**src/rtl/level_pkg.sv**
```systemverilog
// Shared game-flow types for the level sequencer, render and score blocks.
package level_pkg;

    localparam int LIVES_W = 4;

    typedef enum logic [2:0] {
        ST_MENU      = 3'd0,
        ST_PLAY      = 3'd1,
        ST_PAUSE     = 3'd2,
        ST_WIN_DELAY = 3'd3,
        ST_WIN       = 3'd4,
        ST_GAME_OVER = 3'd5
    } game_state_t;

    // A stage is "live" (selected on the one-hot bus) while playing or paused.
    function automatic logic shows_stage(input game_state_t s);
        return (s == ST_PLAY) || (s == ST_PAUSE);
    endfunction

endpackage

```
**src/rtl/level_sequencer_edge_rise.sv**
```systemverilog
// One-bit rising-edge detector; the history register tracks the input even in reset,
// so a level held through reset never reads as an edge afterwards.
module edge_rise (
    input  logic clk,
    input  logic reset,
    input  logic d_i,
    output logic rise_o
);

    logic d_q;

    // NOTE: sequential state is always assigned with <= so every flop samples pre-edge values.
    always_ff @(posedge clk) begin
        d_q <= d_i;
    end

    assign rise_o = reset & d_i & ~d_q;

endmodule

```
**src/rtl/level_sequencer.sv**
```systemverilog
// Game-flow sequencer: menu -> N timed stages -> win screens, with lives, pause and game-over.
// Owns the stage timer, advanced only by the frame tick.
module level_sequencer
    import level_pkg::*;
#(
    parameter int N_STAGES  = 20,
    parameter int STAGE_LEN = 125,
    parameter int LIVES     = 3,
    parameter int TIMER_W   = 16,
    localparam int IDX_W    = (N_STAGES > 1) ? $clog2(N_STAGES) : 1
) (
    input  logic                clk,
    input  logic                reset,
    input  logic                tick,
    input  logic                user_sel,
    input  logic                pause_req,
    input  logic                player_died,
    output logic [N_STAGES-1:0] stage_onehot,
    output logic [IDX_W-1:0]    stage_idx,
    output logic [TIMER_W-1:0]  stage_timer,
    output logic [LIVES_W-1:0]  lives_left,
    output logic                reset_obj_count,
    output logic                menu_screen,
    output logic                win_screen,
    output logic                over_screen,
    output logic                paused
);

    localparam logic [TIMER_W-1:0] TIMER_LAST = TIMER_W'(STAGE_LEN - 1);
    localparam logic [IDX_W-1:0]   IDX_LAST   = IDX_W'(N_STAGES - 1);
    localparam logic [LIVES_W-1:0] LIVES_INIT = LIVES_W'(LIVES);

    game_state_t          state_q, state_d;
    logic [IDX_W-1:0]     idx_q, idx_d;
    logic [TIMER_W-1:0]   timer_q, timer_d;
    logic [LIVES_W-1:0]   lives_q, lives_d;
    logic                 obj_pulse_q, obj_pulse_d;
    logic                 sel_edge;

    edge_rise u_sel_edge (
        .clk    (clk),
        .reset  (reset),
        .d_i    (user_sel),
        .rise_o (sel_edge)
    );

    always_comb begin
        // NOTE: every next-state signal gets a default first, so no path leaves one unassigned (no latches).
        state_d     = state_q;
        idx_d       = idx_q;
        timer_d     = timer_q;
        lives_d     = lives_q;
        obj_pulse_d = 1'b0;

        case (state_q)
            ST_MENU: begin
                if (sel_edge) begin
                    state_d     = ST_PLAY;
                    idx_d       = '0;
                    timer_d     = '0;
                    lives_d     = LIVES_INIT;
                    obj_pulse_d = 1'b1;
                end
            end
            ST_PLAY: begin
                if (player_died) begin
                    lives_d = lives_q - LIVES_W'(1);
                    if (lives_q <= LIVES_W'(1)) begin
                        state_d = ST_GAME_OVER;
                        lives_d = '0;
                    end else begin
                        // Checkpoint: replay the current stage from its start.
                        timer_d     = '0;
                        obj_pulse_d = 1'b1;
                    end
                end else if (pause_req) begin
                    state_d = ST_PAUSE;
                end else if (tick) begin
                    if (timer_q == TIMER_LAST) begin
                        if (idx_q == IDX_LAST) begin
                            state_d = ST_WIN_DELAY;
                        end else begin
                            idx_d       = idx_q + IDX_W'(1);
                            timer_d     = '0;
                            obj_pulse_d = 1'b1;
                        end
                    end else begin
                        timer_d = timer_q + TIMER_W'(1);
                    end
                end
            end
            ST_PAUSE: begin
                if (!pause_req) state_d = ST_PLAY;
            end
            ST_WIN_DELAY: begin
                if (sel_edge) state_d = ST_WIN;
            end
            ST_WIN, ST_GAME_OVER: begin
                if (sel_edge) state_d = ST_MENU;
            end
            default: begin
                state_d = ST_MENU;
            end
        endcase
    end

    always_ff @(posedge clk) begin
        if (!reset) begin
            state_q     <= ST_MENU;
            idx_q       <= '0;
            timer_q     <= '0;
            lives_q     <= LIVES_INIT;
            obj_pulse_q <= 1'b0;
        end else begin
            state_q     <= state_d;
            idx_q       <= idx_d;
            timer_q     <= timer_d;
            lives_q     <= lives_d;
            obj_pulse_q <= obj_pulse_d;
        end
    end

    always_comb begin
        stage_onehot = '0;
        for (int k = 0; k < N_STAGES; k++) begin
            stage_onehot[k] = shows_stage(state_q) && (idx_q == IDX_W'(k));
        end
    end

    assign stage_idx       = idx_q;
    assign stage_timer     = timer_q;
    assign lives_left      = lives_q;
    assign reset_obj_count = obj_pulse_q;
    assign menu_screen     = (state_q == ST_MENU);
    assign win_screen      = (state_q == ST_WIN_DELAY) || (state_q == ST_WIN);
    assign over_screen     = (state_q == ST_GAME_OVER);
    assign paused          = (state_q == ST_PAUSE);

endmodule

```
**config.mk**
```make
export PLATFORM = sky130hd
export DESIGN_NAME = level_sequencer
export DESIGN_NICKNAME = d
export VERILOG_FILES = /design/src/rtl/level_pkg.sv /design/src/rtl/level_sequencer_edge_rise.sv /design/src/rtl/level_sequencer.sv
export SDC_FILE = /design/constraint.sdc
export NUM_CORES = 1
export LEC_CHECK = 0
export CORE_UTILIZATION = 49
export CTS_CLUSTER_DIAMETER = 60
export DETAILED_ROUTE_END_ITERATION = 10
export PLACE_DENSITY = 0.81
export SLEW_MARGIN = 15
export SYNTH_ARGS = -nofsm -noshare
export SYNTH_HDL_FRONTEND = slang
export SYNTH_SLANG_ARGS = --single-unit
```
**constraint.sdc**
```tcl
create_clock -name clk -period 3.22 [get_ports clk]
set_input_delay 0.322 -clock clk [delete_from_list [all_inputs] [get_ports clk]]
set_output_delay 0.322 -clock clk [all_outputs]
set_load 0.02 [all_outputs]
```
## After elaboration in Yosys (flattened, before gate mapping)

Cells that the tools add are included.

| storage, ports and cells | value |
|---|---|
| flip-flop bits (word level) | 30 |
| bits of input ports | 6 |
| output and inout bits | 50 |
| word-level logic and storage cells | 124 |

| cells by class | value |
|---|---|
| add/subtract/negate cells | 3 |
| order comparisons | 1 |
| equal/unequal tests | 43 |
| muxes and demuxes | 38 |
| bitwise logic cells | 3 |
| reduce and logical (&&, ||, !) cells | 30 |

Operator list:

| cell | number |
|---|---|
| $mux W16 | 7 |
| $eq A5 B4 Y1 const B | 8 |
| $pmux W16 S2 | 1 |
| $mux W3 | 10 |
| $mux W5 | 6 |
| $eq A5 B3 Y1 const B | 4 |
| $eq A5 B5 Y1 const B | 4 |
| $logic_and A1 B1 Y1 | 20 |
| $ne A2 B2 Y1 const B | 9 |
| $add A16 B1 Y16 const B | 1 |
| $eq A16 B7 Y1 const B | 1 |
| $ne A4 B4 Y1 const B | 4 |
| $pmux W3 S5 | 1 |
| $mux W4 | 3 |
| $ne A3 B3 Y1 const B | 4 |
| $eq A5 B2 Y1 const B | 2 |
| $pmux W5 S2 | 1 |
| $pmux W4 S2 | 1 |
| $reduce_and A8 Y1 | 1 |
| $mux W1 | 7 |
| $reduce_and A7 Y1 | 1 |
| $eq A3 B2 Y1 const B | 2 |
| $eq A3 B3 Y1 const B | 2 |
| $reduce_and A6 Y1 | 1 |
| other kinds (15) | 17 |

## Longest topological paths before layout

| logic depth | value |
|---|---|
| word-level depth | 7 |
| gate-level depth with buffers | 8 |
| gate-level depth less buffers | 7 |

## By module

From an unflattened synthesis, not the netlist that was laid out.

| second synthesis, totals | value |
|---|---|
| cell total of the unflattened synthesis | 261 |
| area, all modules | 2045.7 µm² |

Modules (own cells, without submodules):

| module | instances | cells an instance | area each (µm²) | sequential area each (µm²) |
|---|---|---|---|---|
| level_sequencer | 1 | 259 | 2016.9 | 580.6 |
| edge_rise | 1 | 2 | 28.8 | 20.0 |

## Worst setup path before layout

Ideal clock, no wire load.

| timing path | value |
|---|---|
| path kind | flip-flop to flip-flop |
| from | register timer_q[8], in the netlist stage_timer[8] |
| to | register timer_q[12], in the netlist stage_timer[12] |
| library setup time | 0.116 ns |
| arrival | 2.245 ns |
| required time | 3.104 ns |
| setup slack | 0.858 ns |
| stages on the path, launching flop included | 8 |
| buffers on the path | 2 |
| period minus slack after synthesis | 2.362 ns |
| cell sequence | dfxtp_1 buf_6 or4_4 or4_4 and2_4 buf_6 a211o_1 o211a_1 |

| on the way | value |
|---|---|
| cells in the longest elaborated chain, start to end | 6 |
| elaborated cells on any way between the ends | 9 |
| classes of those cells | add/sub (1); eq/ne (2); mux (5); reduce/logical (1) |

RTL lines:

| what | RTL line | source |
|---|---|---|
| from (decl) | level_sequencer.sv:35 | `logic [TIMER_W-1:0] timer_q, timer_d;` |
| from (signal assigned) | level_sequencer.sv:117 | `timer_q <= timer_d;` |
| $add A16 B1 Y16 or $eq A16 B7 Y1 (tied branches) | level_sequencer.sv:88, level_sequencer.sv:79 |  |
| $mux W16 | level_sequencer.sv:79 | `if (timer_q == TIMER_LAST) begin` |
| $mux W16 | level_sequencer.sv:78 | `end else if (tick) begin` |
| $mux W16 | level_sequencer.sv:76 | `end else if (pause_req) begin` |
| $mux W16 | level_sequencer.sv:66 | `if (player_died) begin` |
| $pmux W16 S2 | level_sequencer.sv:55 | `case (state_q)` |

Several ways; a longest one is shown, not always the timed one. The select of a mux whose other input is x is not followed.
A chain may end at the register's enable or synchronous reset.

## Worst setup path in the final report

| timing path | value |
|---|---|
| from | register state_q[0] |
| to | output stage_onehot[1] |

| on the way | value |
|---|---|
| cells in the longest elaborated chain, start to end | 3 |
| elaborated cells on any way between the ends | 4 |
| classes of those cells | eq/ne (2); reduce/logical (2) |

RTL lines:

| what | RTL line | source |
|---|---|---|
| from (decl) | level_sequencer.sv:33 | `game_state_t state_q, state_d;` |
| from (signal assigned) | level_sequencer.sv:115 | `state_q <= state_d;` |
| $eq A3 B1 Y1 or $eq A3 B2 Y1 (tied branches) | level_pkg.sv:17 | `return (s == ST_PLAY) \|\| (s == ST_PAUSE);` |
| $logic_or A1 B1 Y1 * | level_pkg.sv:17 |  |
| $logic_and A1 B1 Y1 * | level_sequencer.sv:126 | `stage_onehot[k] = shows_stage(state_q) && (idx_q == IDX_W'(k));` |
| to (decl) | level_sequencer.sv:18 | `output logic [N_STAGES-1:0] stage_onehot,` |

Every way passes the cells marked *; elsewhere a longest branch is shown, timed or not.

==> summary.md <==
| Metric | Value |
|---|---|
| Worst reg2reg setup slack | `about 0.65 ns` |
| Die ar. | `4470 sq um` |
| Clock root cell | `clkbuf_8` |
| IO Pins | `56` |
| TritonCTS Buffers | `5` |
| Max VDD drop | `approximately 0.38 mV` |
| Arrival time of the worst setup path | `roughly 2.4 ns` |
| Ys Warns | `0` |
| Crit path from | `state_q[0]` |
| Flop pwr share | `between 30% and 40%` |
| Avg Inst Size Synth | `between 7 and 8 sq um` |
| First-pass GRT wire length | `8520 um` |
| Clk Latency, worst-skew pair | `about 0.29 ns` |
| Tmin final | `approximately 2.8 ns` |
| Crit path capture | `stage_onehot[1]` |
| Area leader, netlist | `dfxtp_1` |
| RSZ-0062 raised after global routing | `no` |
| Placed wire-length estimate | `~3800 um` |
| Sequential fraction of the synthesis area | `29.1%` |
| Run status | `complete, no violations` |
| Switching Share | `between 30% and 40%` |
| PortBufs | `between 50 and 60` |
| Clk sinks | `30` |
| Post-synth cell types | `52` |
| Startpoint types | `flip-flop` |
| Maximum operating frequency | `about 0.36 GHz` |
| NetSw | `415 uW` |
| Clk network pwr share | `around 28%` |
| Area share of the largest cell type after synthesis | `between 20 and 30%` |
| DR WL/cell | `around 14 um` |
| Initial antenna violation count | `0` |
| Post-route cell area | `approximately 2700 sq um` |
| Top post-synthesis cells by area | `dfxtp_1 29%, ha_1 5.5%, nand2_1 5.3%` |
| FF-to-FF path depth | `5` |
| Mapped cell area | `just over 2000 sq um` |
| Critical path peak fanout | `16` |
| Starting Density | `roughly half` |
| Leakage power | `a little over 0.0009 uW` |
| Setup-failing EPs final | `0` |
| Worst min-delay path category | `primary input to flip-flop` |
| Slew Viols, Final | `0` |
| Gate power share | `between 30% and 40%` |
| Number of setup buffers added after CTS | `0` |
| Initial DRT Pass Iterations | `4` |
| Non-Filler Instances | `about 370` |
| Max cap viols | `0` |
| Commonest cells in the netlist | `30 x dfxtp_1, 29 x nand2_1, 27 x nor2_1, 16 x o21ai_0, 14 x a21oi_1` |
| ANT cells | `0` |
| Tcrit/Tclk final | `between 80% and 90%` |
| Least-Margin Pin Slew | `approximately 0.68 ns` |
| Bufs on Longest Clock Path | `2` |
| Largest net degree at the start of global routing | `28` |
| CTS Hold Bufs | `0` |
| P&R area growth vs syn | `32.3%` |
| CP Capture Type | `output port` |
| Placed inst area | `~2600 sq um` |
| Count of flip-flops with a built-in enable after synthesis | `0` |
| Fraction of registers with async set/reset | `0%` |
| Post-synth net total | `between 200 and 300` |
| Cell internal pwr | `717 uW` |
| Worst path required time | `2.90 ns` |
| Vias per std cell | `5.87` |
| GRT Overall Usage | `25.0%` |
| Post-route DRC | `0` |
| DIE HEIGHT | `around 67 um` |
| DIE WIDTH | `around 67 um` |
| Slew headroom | `54.2%` |
| Pwr Density | `415 nW/um^2` |
| Seq cells post-synth | `30` |
| Final net count | `336` |
| Cts repair resizes | `0` |
| Reg2reg start | `stage_timer[8]` |
| Clk slew on worst S/H paths | `0.06 ns` |
| Most frequent cell after synthesis | `dfxtp_1` |
| Filler instances | `372` |
| Setup TNS | `0 ns` |
| End of the worst register-to-register path | `stage_timer[2]` |
| Routed WL | `around 5300 um` |
| Crit Path Category | `flip-flop to output port` |
| Core Region | `roughly 4000 sq um` |
| Hold slack final | `between 0.4 and 0.5 ns` |
| GRT Residual Overflow | `0` |
| Post-Synthesis Cells | `roughly 270` |
| Hold Fails Final Rpt | `0` |
| Cell Count Post-Placement | `roughly 360` |
| H-tree Lvls | `2` |
| Core Rows | `23` |
| Routability congestion estimate | `a little under 1` |
| Post-route ant nets | `0` |
| Via count | `2,185` |
| CTS tree | `yes` |
| Layout cells sized above 1 | `7.14%` |
| Setup Skew | `slightly above 0.009 ns` |
| Initial DRC count | `between 100 and 150` |
| Final Util | `between 60% and 70%` |
| Vias in the first global route | `1,869` |
| Primary FF master, synth | `dfxtp_1` |
==> placed cells by master, fill, tap and decap left out, drive strengths merged, types with 2 or more instances in the layout <==
cell and instances:
clkdlybuf4s50 55, a211oi 3, a21boi 5, nand4 6, nand2 29, nand2b 3, o31ai 2, and3 2
nor4 6, buf 4, o21a 2, ha 9, a21oi 14, or3b 3, o21ai 17, nand3b 3
inv 10, or3 5, nor4b 2, nor3 7, and2 9, nor3b 2, and3b 2, clkbuf 7
dfxtp 30, or4 6, a31oi 11, or2 2, nor2 27, nor2b 5, o22ai 2, nand3 10
mux2i 5
==> worst min path at each step <==
stage,from,endpoint,slack [ns],cells after the start
floorplan,user_sel,u_sel_edge.d_q,0.35,0
global placement,stage_timer[15],stage_timer[15],0.50,2
detailed placement,stage_timer[5],stage_timer[5],0.51,1
CTS,user_sel,u_sel_edge.d_q,0.50,1
global route,user_sel,u_sel_edge.d_q,0.52,1
finish,user_sel,u_sel_edge.d_q,0.50,1
==> registers in the layout, indices dropped and copies added, names as in the netlist <==
name and cells:
u_sel_edge.d_q 1, lives_left 4, reset_obj_count 1, stage_timer 16
state_q 3, stage_idx 5
==> critical path, cell delays in order, from the launching register on <==
cell,delay (ns)
dfxtp_1,0.62
xnor2_1,0.15
nor3_1,0.35
nand2_1,0.20
nor3_1,0.18
clkdlybuf4s50_1,0.64
==> power by group through the flow <==
stage / clock network (uW) / logic [uW] / registers [uW]
finish: 317 / 393 / 422
global route: 337 / 434 / 427
CTS: 320 / 390 / 421
detailed placement: 0 / 387 / 430
global placement: 0 / 383 / 429
floorplan: 0 / 292 / 412
==> cell families (layout without fill, tap and decap cells) <==
kind of cell / count (synthesis) / count (layout) / share of synthesized area [%]
AND/OR/NAND/NOR: 132 / 132 / 35.6
AO/OA/AOI/OAI: 68 / 68 / 21.8
flip-flops: 30 / 30 / 29.1
buffers and inverters: 22 / 77 / 5.10
adder cells (fa/ha/maj): 9 / 9 / 5.46
multiplexers: 5 / 5 / 2.43
XOR/XNOR: 1 / 1 / 0.425
==> per-stage QoR <==
stage / setup WS, ns / power, uW
finish: 0.469 / 1130
global route: 0.243 / 1200
CTS: 0.471 / 1130
detailed placement: 0.476 / 817
global placement: 0.546 / 812
floorplan: 0.858 / 704
==> area by class of cell <==
type,instances,area (sq um),share of cell area (%)
clock buffer,7,86.3,3.16
multi-input combinational,215,1360,49.7
tap,50,62.6,2.29
inverter,10,37.5,1.38
timing repair buffer,59,581,21.3
sequential,30,601,22.0
clock inverter,1,5.00,0.183
==> layer usage <==
layer,global-route usage (%),routed length (um)
met1,33.5,2480
met2,39.4,2380
met3,4.79,314
met4,9.31,82
met5,0,0
No activity file was read; power rests on OpenSTA's default activity.
